`config.mk`:
```
export PLATFORM = sky130hd
export DESIGN_NAME = mc_ctrl_fsm
export DESIGN_NICKNAME = d
export VERILOG_FILES = /design/src/rtl/mc_ctrl_fsm.sv
export SDC_FILE = /design/constraint.sdc
export NUM_CORES = 1
export LEC_CHECK = 0
export CORE_MARGIN = 1
export CORE_UTILIZATION = 40
export CTS_BUF_LIST = sky130_fd_sc_hd__clkbuf_16
export DETAILED_ROUTE_END_ITERATION = 8
export PLACE_DENSITY = 0.82
export SETUP_SLACK_MARGIN = 0.2
export SYNTH_ARGS = -nofsm -noshare
export SYNTH_HDL_FRONTEND = slang
export SYNTH_SLANG_ARGS = --single-unit
export TNS_END_PERCENT = 5
```
`constraint.sdc`:
```
create_clock -name clk -period 3.2 [get_ports clk]
set_input_delay 0.32 -clock clk [delete_from_list [all_inputs] [get_ports clk]]
set_output_delay 0.32 -clock clk [all_outputs]
set_load 0.02 [all_outputs]
```
`src/rtl/mc_ctrl_fsm.sv`:
```
// mc_ctrl_fsm: multi-cycle RV32I control unit. Walks each instruction
// through FETCH/DECODE/EXECUTE/MEMORY/WRITEBACK and drives the datapath
// selects, write enables and ALU op; branch resolution uses ALU zf/sf.
module mc_ctrl_fsm #(
  parameter logic [3:0] RESET_STATE = 4'd0
) (
  input  logic       clk,
  input  logic       rst_n,
  input  logic [6:0] opcode,
  input  logic [2:0] funct3,
  input  logic       funct7b5,
  input  logic       zf,
  input  logic       sf,
  output logic [2:0] alu_sel,
  output logic [1:0] alu_src_a,
  output logic [1:0] alu_src_b,
  output logic [2:0] imm_src,
  output logic [1:0] result_src,
  output logic       adr_src,
  output logic       ir_write,
  output logic       pc_write,
  output logic       reg_write,
  output logic       mem_write,
  output logic       illegal
);

  typedef enum logic [3:0] {
    FETCH    = 4'd0,
    DECODE   = 4'd1,
    MEMADR   = 4'd2,
    MEMREAD  = 4'd3,
    MEMWB    = 4'd4,
    MEMWRITE = 4'd5,
    EXECR    = 4'd6,
    EXECI    = 4'd7,
    ALUWB    = 4'd8,
    BRANCH   = 4'd9,
    JAL      = 4'd10
  } state_t;

  localparam logic [6:0] OP_LOAD   = 7'b0000011;
  localparam logic [6:0] OP_STORE  = 7'b0100011;
  localparam logic [6:0] OP_RTYPE  = 7'b0110011;
  localparam logic [6:0] OP_IALU   = 7'b0010011;
  localparam logic [6:0] OP_BRANCH = 7'b1100011;
  localparam logic [6:0] OP_JAL    = 7'b1101111;

  state_t state_q, state_d;

  // ALU op from funct3; MSB of the result flags a supported encoding.
  // Only R-type honours funct7b5 (sub); addi is always an add.
  function automatic logic [3:0] alu_dec(input logic [2:0] f3, input logic sub);
    logic [3:0] r;
    case (f3)
      3'b000:  r = {1'b1, (sub ? 3'b010 : 3'b000)};
      3'b001,
      3'b100,
      3'b101,
      3'b110,
      3'b111:  r = {1'b1, f3};
      default: r = 4'b0000;
    endcase
    return r;
  endfunction

  // Branch decision: {supported, take}. Signed compare uses sf alone.
  function automatic logic [1:0] br_dec(input logic [2:0] f3, input logic z, input logic s);
    logic [1:0] r;
    case (f3)
      3'b000:  r = {1'b1, z};
      3'b001:  r = {1'b1, ~z};
      3'b100:  r = {1'b1, s};
      3'b101:  r = {1'b1, ~s};
      default: r = 2'b00;
    endcase
    return r;
  endfunction

  // State register with synchronous active-low reset to FETCH.
  always_ff @(posedge clk) begin
    if (!rst_n) state_q <= state_t'(RESET_STATE);
    else        state_q <= state_d;
  end

  // Next-state and output decode from state plus IR fields.
  always_comb begin
    logic [3:0] alu_r;
    logic [1:0] br_r;
    state_d    = FETCH;
    alu_sel    = 3'b000;
    alu_src_a  = 2'b00;
    alu_src_b  = 2'b00;
    imm_src    = 3'b000;
    result_src = 2'b00;
    adr_src    = 1'b0;
    ir_write   = 1'b0;
    pc_write   = 1'b0;
    reg_write  = 1'b0;
    mem_write  = 1'b0;
    illegal    = 1'b0;
    alu_r      = alu_dec(funct3, (state_q == EXECR) && funct7b5);
    br_r       = br_dec(funct3, zf, sf);

    case (state_q)
      FETCH: begin
        alu_src_b  = 2'b10;
        result_src = 2'b10;
        ir_write   = 1'b1;
        pc_write   = 1'b1;
        state_d    = DECODE;
      end
      DECODE: begin
        alu_src_a = 2'b01;
        alu_src_b = 2'b01;
        imm_src   = 3'b010;
        case (opcode)
          OP_LOAD, OP_STORE: state_d = MEMADR;
          OP_RTYPE:          state_d = EXECR;
          OP_IALU:           state_d = EXECI;
          OP_BRANCH:         state_d = BRANCH;
          OP_JAL:            state_d = JAL;
          default: begin
            illegal = 1'b1;
            state_d = FETCH;
          end
        endcase
      end
      MEMADR: begin
        alu_src_a = 2'b10;
        alu_src_b = 2'b01;
        if (opcode == OP_STORE) begin
          imm_src = 3'b001;
          state_d = MEMWRITE;
        end else begin
          imm_src = 3'b000;
          state_d = MEMREAD;
        end
      end
      MEMREAD: begin
        adr_src = 1'b1;
        state_d = MEMWB;
      end
      MEMWB: begin
        result_src = 2'b01;
        reg_write  = 1'b1;
      end
      MEMWRITE: begin
        adr_src   = 1'b1;
        mem_write = 1'b1;
      end
      EXECR, EXECI: begin
        alu_src_a = 2'b10;
        alu_src_b = (state_q == EXECI) ? 2'b01 : 2'b00;
        alu_sel   = alu_r[2:0];
        if (alu_r[3]) state_d = ALUWB;
        else          illegal = 1'b1;
      end
      ALUWB: begin
        reg_write = 1'b1;
      end
      BRANCH: begin
        alu_src_a = 2'b10;
        alu_sel   = 3'b010;
        pc_write  = br_r[1] & br_r[0];
        illegal   = ~br_r[1];
      end
      JAL: begin
        alu_src_a = 2'b01;
        alu_src_b = 2'b10;
        pc_write  = 1'b1;
        state_d   = ALUWB;
      end
      default: state_d = FETCH;
    endcase

    // In reset: FETCH selects, no writes, no illegal pulse.
    if (!rst_n) begin
      state_d    = FETCH;
      alu_sel    = 3'b000;
      alu_src_a  = 2'b00;
      alu_src_b  = 2'b10;
      imm_src    = 3'b000;
      result_src = 2'b10;
      adr_src    = 1'b0;
      ir_write   = 1'b0;
      pc_write   = 1'b0;
      reg_write  = 1'b0;
      mem_write  = 1'b0;
      illegal    = 1'b0;
    end
  end

endmodule

```
==> impl_metrics.py <==
metrics = {
    "run_status": {
        "status": "finished, final reports clean",
    },
    "die": {
        "core_um2": 1366,
        "die_x_um": 41.23,
        "pin_count": 33,
        "rows": 13,
        "dieArea_um2": 1700,
        "initial_core_util_pct": 45.05,
        "die-height_um": 41.23,
    },
    "global_route": {
        "grt_pass1_wl_mm": 2.704,
        "grt_overflow": 0,
        "antenna_found_initial": 0,
        "grt_max_degree": 15,
        "track_usage_pct": 23.86,
        "grt_pass1_vias": 641,
    },
    "cts": {
        "clock_latency_ps": 220,
        "cts_root_buf": "clkbuf_16",
        "clock_path_buffers": 2,
        "cts_tree": "built",
        "cts_made_buffers": 3,
        "ctsHoldBuffers": 0,
        "clock_sinks": 4,
        "cts_setup_buffers": 0,
        "clkTransAtPathRegs_ps": 30,
        "cts_max_level": 1,
        "cts_resized": 0,
    },
    "worst_hold_path": {
        "min_path_cells": 1,
        "hp-class": "reg2reg",
    },
    "placement": {
        "place_congestion": 0.7085,
        "io_buffers": 31,
        "dp_hpwl_mm": 1.351,
        "dp_cells": 137,
    },
    "setup_path": {
        "cp_max_fo": 6,
        "reg2reg_from": "state_q[1]",
        "worstPathRequired_ps": 2880,
        "critPathMostFrequentCell": "clkdlybuf4s50_1",
        "reg2reg_to": "state_q[3]",
        "reg2regPathDepth": 4,
        "crit_buf_inv": 2,
        "cp_cell_sequence": "clkdlybuf4s50_1 > or4b_1 > nor3_2 > a21oi_1 > o22ai_2 > clkdlybuf4s50_1",
        "path_delay_family": "buffers and inverters",
        "arrival_ps": 2390,
        "cp_slowest_cell": "clkdlybuf4s50_1",
        "critical_path_class": "in2out",
        "critPathLaunch": "funct3[2]",
        "path_depth": 6,
        "cp-endpoint": "alu_sel[1]",
        "start_kind": "input port",
        "critPathMaxStageDelay_ps": 620,
        "crit_path_end_kind": "primary output",
        "rrSetupSlack_ps": 1860,
    },
    "drt": {
        "drt-initial-drc-count": 16,
        "first_pass_iters": 4,
        "ant_nets": 0,
        "wl_per_cell_um": 12.22,
        "routed_wl_mm": 1.711,
        "drc": 0,
        "num_vias": 771,
        "via_per_inst": 5.507,
    },
    "yosys": {
        "synth-seq-cells": 4,
        "synth.avg_cell_area_um2": 6.346,
        "synthDistinctLibCells": 35,
        "synth_fp_nets": 112,
        "syn-instance-count": 97,
        "netlist_area_um2": 615.6,
        "seq_area_frac_synth_pct": 13.01,
        "yosysWarnings": 0,
    },
    "finish": {
        "top_regs": "state_q: 4 flops",
        "fin_cells": 140,
        "syn2layout_area_growth_pct": 59.55,
        "insertedDiodeCount": 0,
        "multi_input_area_um2": 486.7,
        "final_nets": 142,
        "largest_reg_flops": 4,
        "layout_commonest_cell": "clkdlybuf4s50_1",
        "regMostFlops": "state_q",
        "fillers": 125,
        "regArea_um2": 80.08,
        "layout_common_cells": "clkdlybuf4s50_1 (31), nor2_1 (14), nand2_1 (13)",
        "layout-drive-gt1-share_pct": 8.000,
    },
    "timing": {
        "period_share_pct": 84.61,
        "slew_viol_final": 0,
        "fmax_ghz": 0.3694,
        "setup_viol": 0,
        "fin_setup_tns_ps": 0,
        "fin_skew_ps": 4.301,
        "rsz0062_at_grt": "false",
        "finalCriticalPeriod_ps": 2707,
        "hold_violations": 0,
    },
    "pwr": {
        "power_leakage_nw": 0.3696,
        "ir_worst_vdd_mv": 0.5438,
        "p_per_area_nw_per_um2": 330.6,
    },
    "job": {
        "drv_cap": 0,
    },
}
==> cell usage after synthesis (all sizes together) <==
master | n | area (um2)
buf | 6 | 37.53
mux2i | 1 | 10.01
nand2 | 13 | 48.80
nand3 | 3 | 15.01
or2 | 1 | 8.760
and3b | 1 | 8.760
nor4 | 1 | 6.260
nor3 | 6 | 40.04
o22ai | 3 | 25.02
o41ai | 1 | 8.760
or4 | 1 | 7.510
xnor2 | 2 | 17.52
o21ai | 4 | 20.02
nand2b | 4 | 25.02
nor2b | 5 | 31.28
nor2 | 14 | 52.55
or4b | 1 | 10.01
a21oi | 10 | 50.05
dfxtp | 4 | 80.08
a21o | 1 | 7.510
a31oi | 1 | 6.260
and3 | 1 | 6.260
inv | 3 | 11.26
a32o | 1 | 10.01
conb | 1 | 3.750
nor3b | 1 | 7.510
o21bai | 1 | 7.510
nand4 | 1 | 6.260
a2111oi | 1 | 8.760
and2b | 1 | 8.760
and2 | 1 | 6.260
or2b | 2 | 22.52
==> worst min path at each step <==
stage | slack, ps | startpoint | endpoint
2_1_floorplan | 500 | opcode[4] | state_q[2]
3_3_place_gp | 570 | state_q[0] | state_q[0]
3_5_place_dp | 580 | state_q[0] | state_q[0]
4_1_cts | 600 | state_q[0] | state_q[0]
5_1_grt | 620 | state_q[0] | state_q[0]
6_report | 610 | state_q[0] | state_q[0]
==> through the flow <==
step / hold WS (ps) / utilization [%] / total power [mW] / instance area, um2 / setup slack (ps)
after floorplan: 503.4 / - / 0.09448 / 615.6 / 1092
after global placement: 571.2 / 66.39 / 0.1292 / 907.1 / 558.6
after detailed placement: 578.0 / 66.39 / 0.1307 / 907.1 / 495.0
after CTS: 600.0 / 71.89 / 0.3272 / 982.2 / 495.0
after global routing: 619.5 / 71.89 / 0.3417 / 982.2 / 363.8
final: 608.8 / 71.89 / 0.3248 / 982.2 / 492.6
==> power breakdown <==
part	switching, mW	internal, mW	total [mW]
combinational	0.0369	0.0387	0.0756
clock	0.0347	0.160	0.194
sequential	0.00336	0.0514	0.0548
total	0.0749	0.250	0.325
==> cell type report <==
cell class | instances | share of cell area, %
tap | 15 | 1.911
sequential | 4 | 8.153
inverter | 3 | 1.146
timing repair buffer | 31 | 31.59
clock buffer | 3 | 7.643
multi-input combinational | 84 | 49.55
==> kinds of logic after synthesis <==
| family | share of synthesized area [%] |
|---|---|
| AND/OR/NAND/NOR | 50.61 |
| AO/OA/AOI/OAI | 23.38 |
| buffers and inverters | 7.926 |
| flip-flops | 13.01 |
| XOR/XNOR | 2.846 |
| multiplexers | 1.626 |
| other | 0.6092 |
==> routing by layer <==
| layer | track usage (%) | share of wire (%) |
|---|---|---|
| met1 | 30.67 | 44 |
| met2 | 40.63 | 50 |
| met3 | 8.152 | 5.9 |
| met4 | 0 | 0 |
| met5 | 0 | 0 |
No activity file was read; power rests on OpenSTA's default activity.
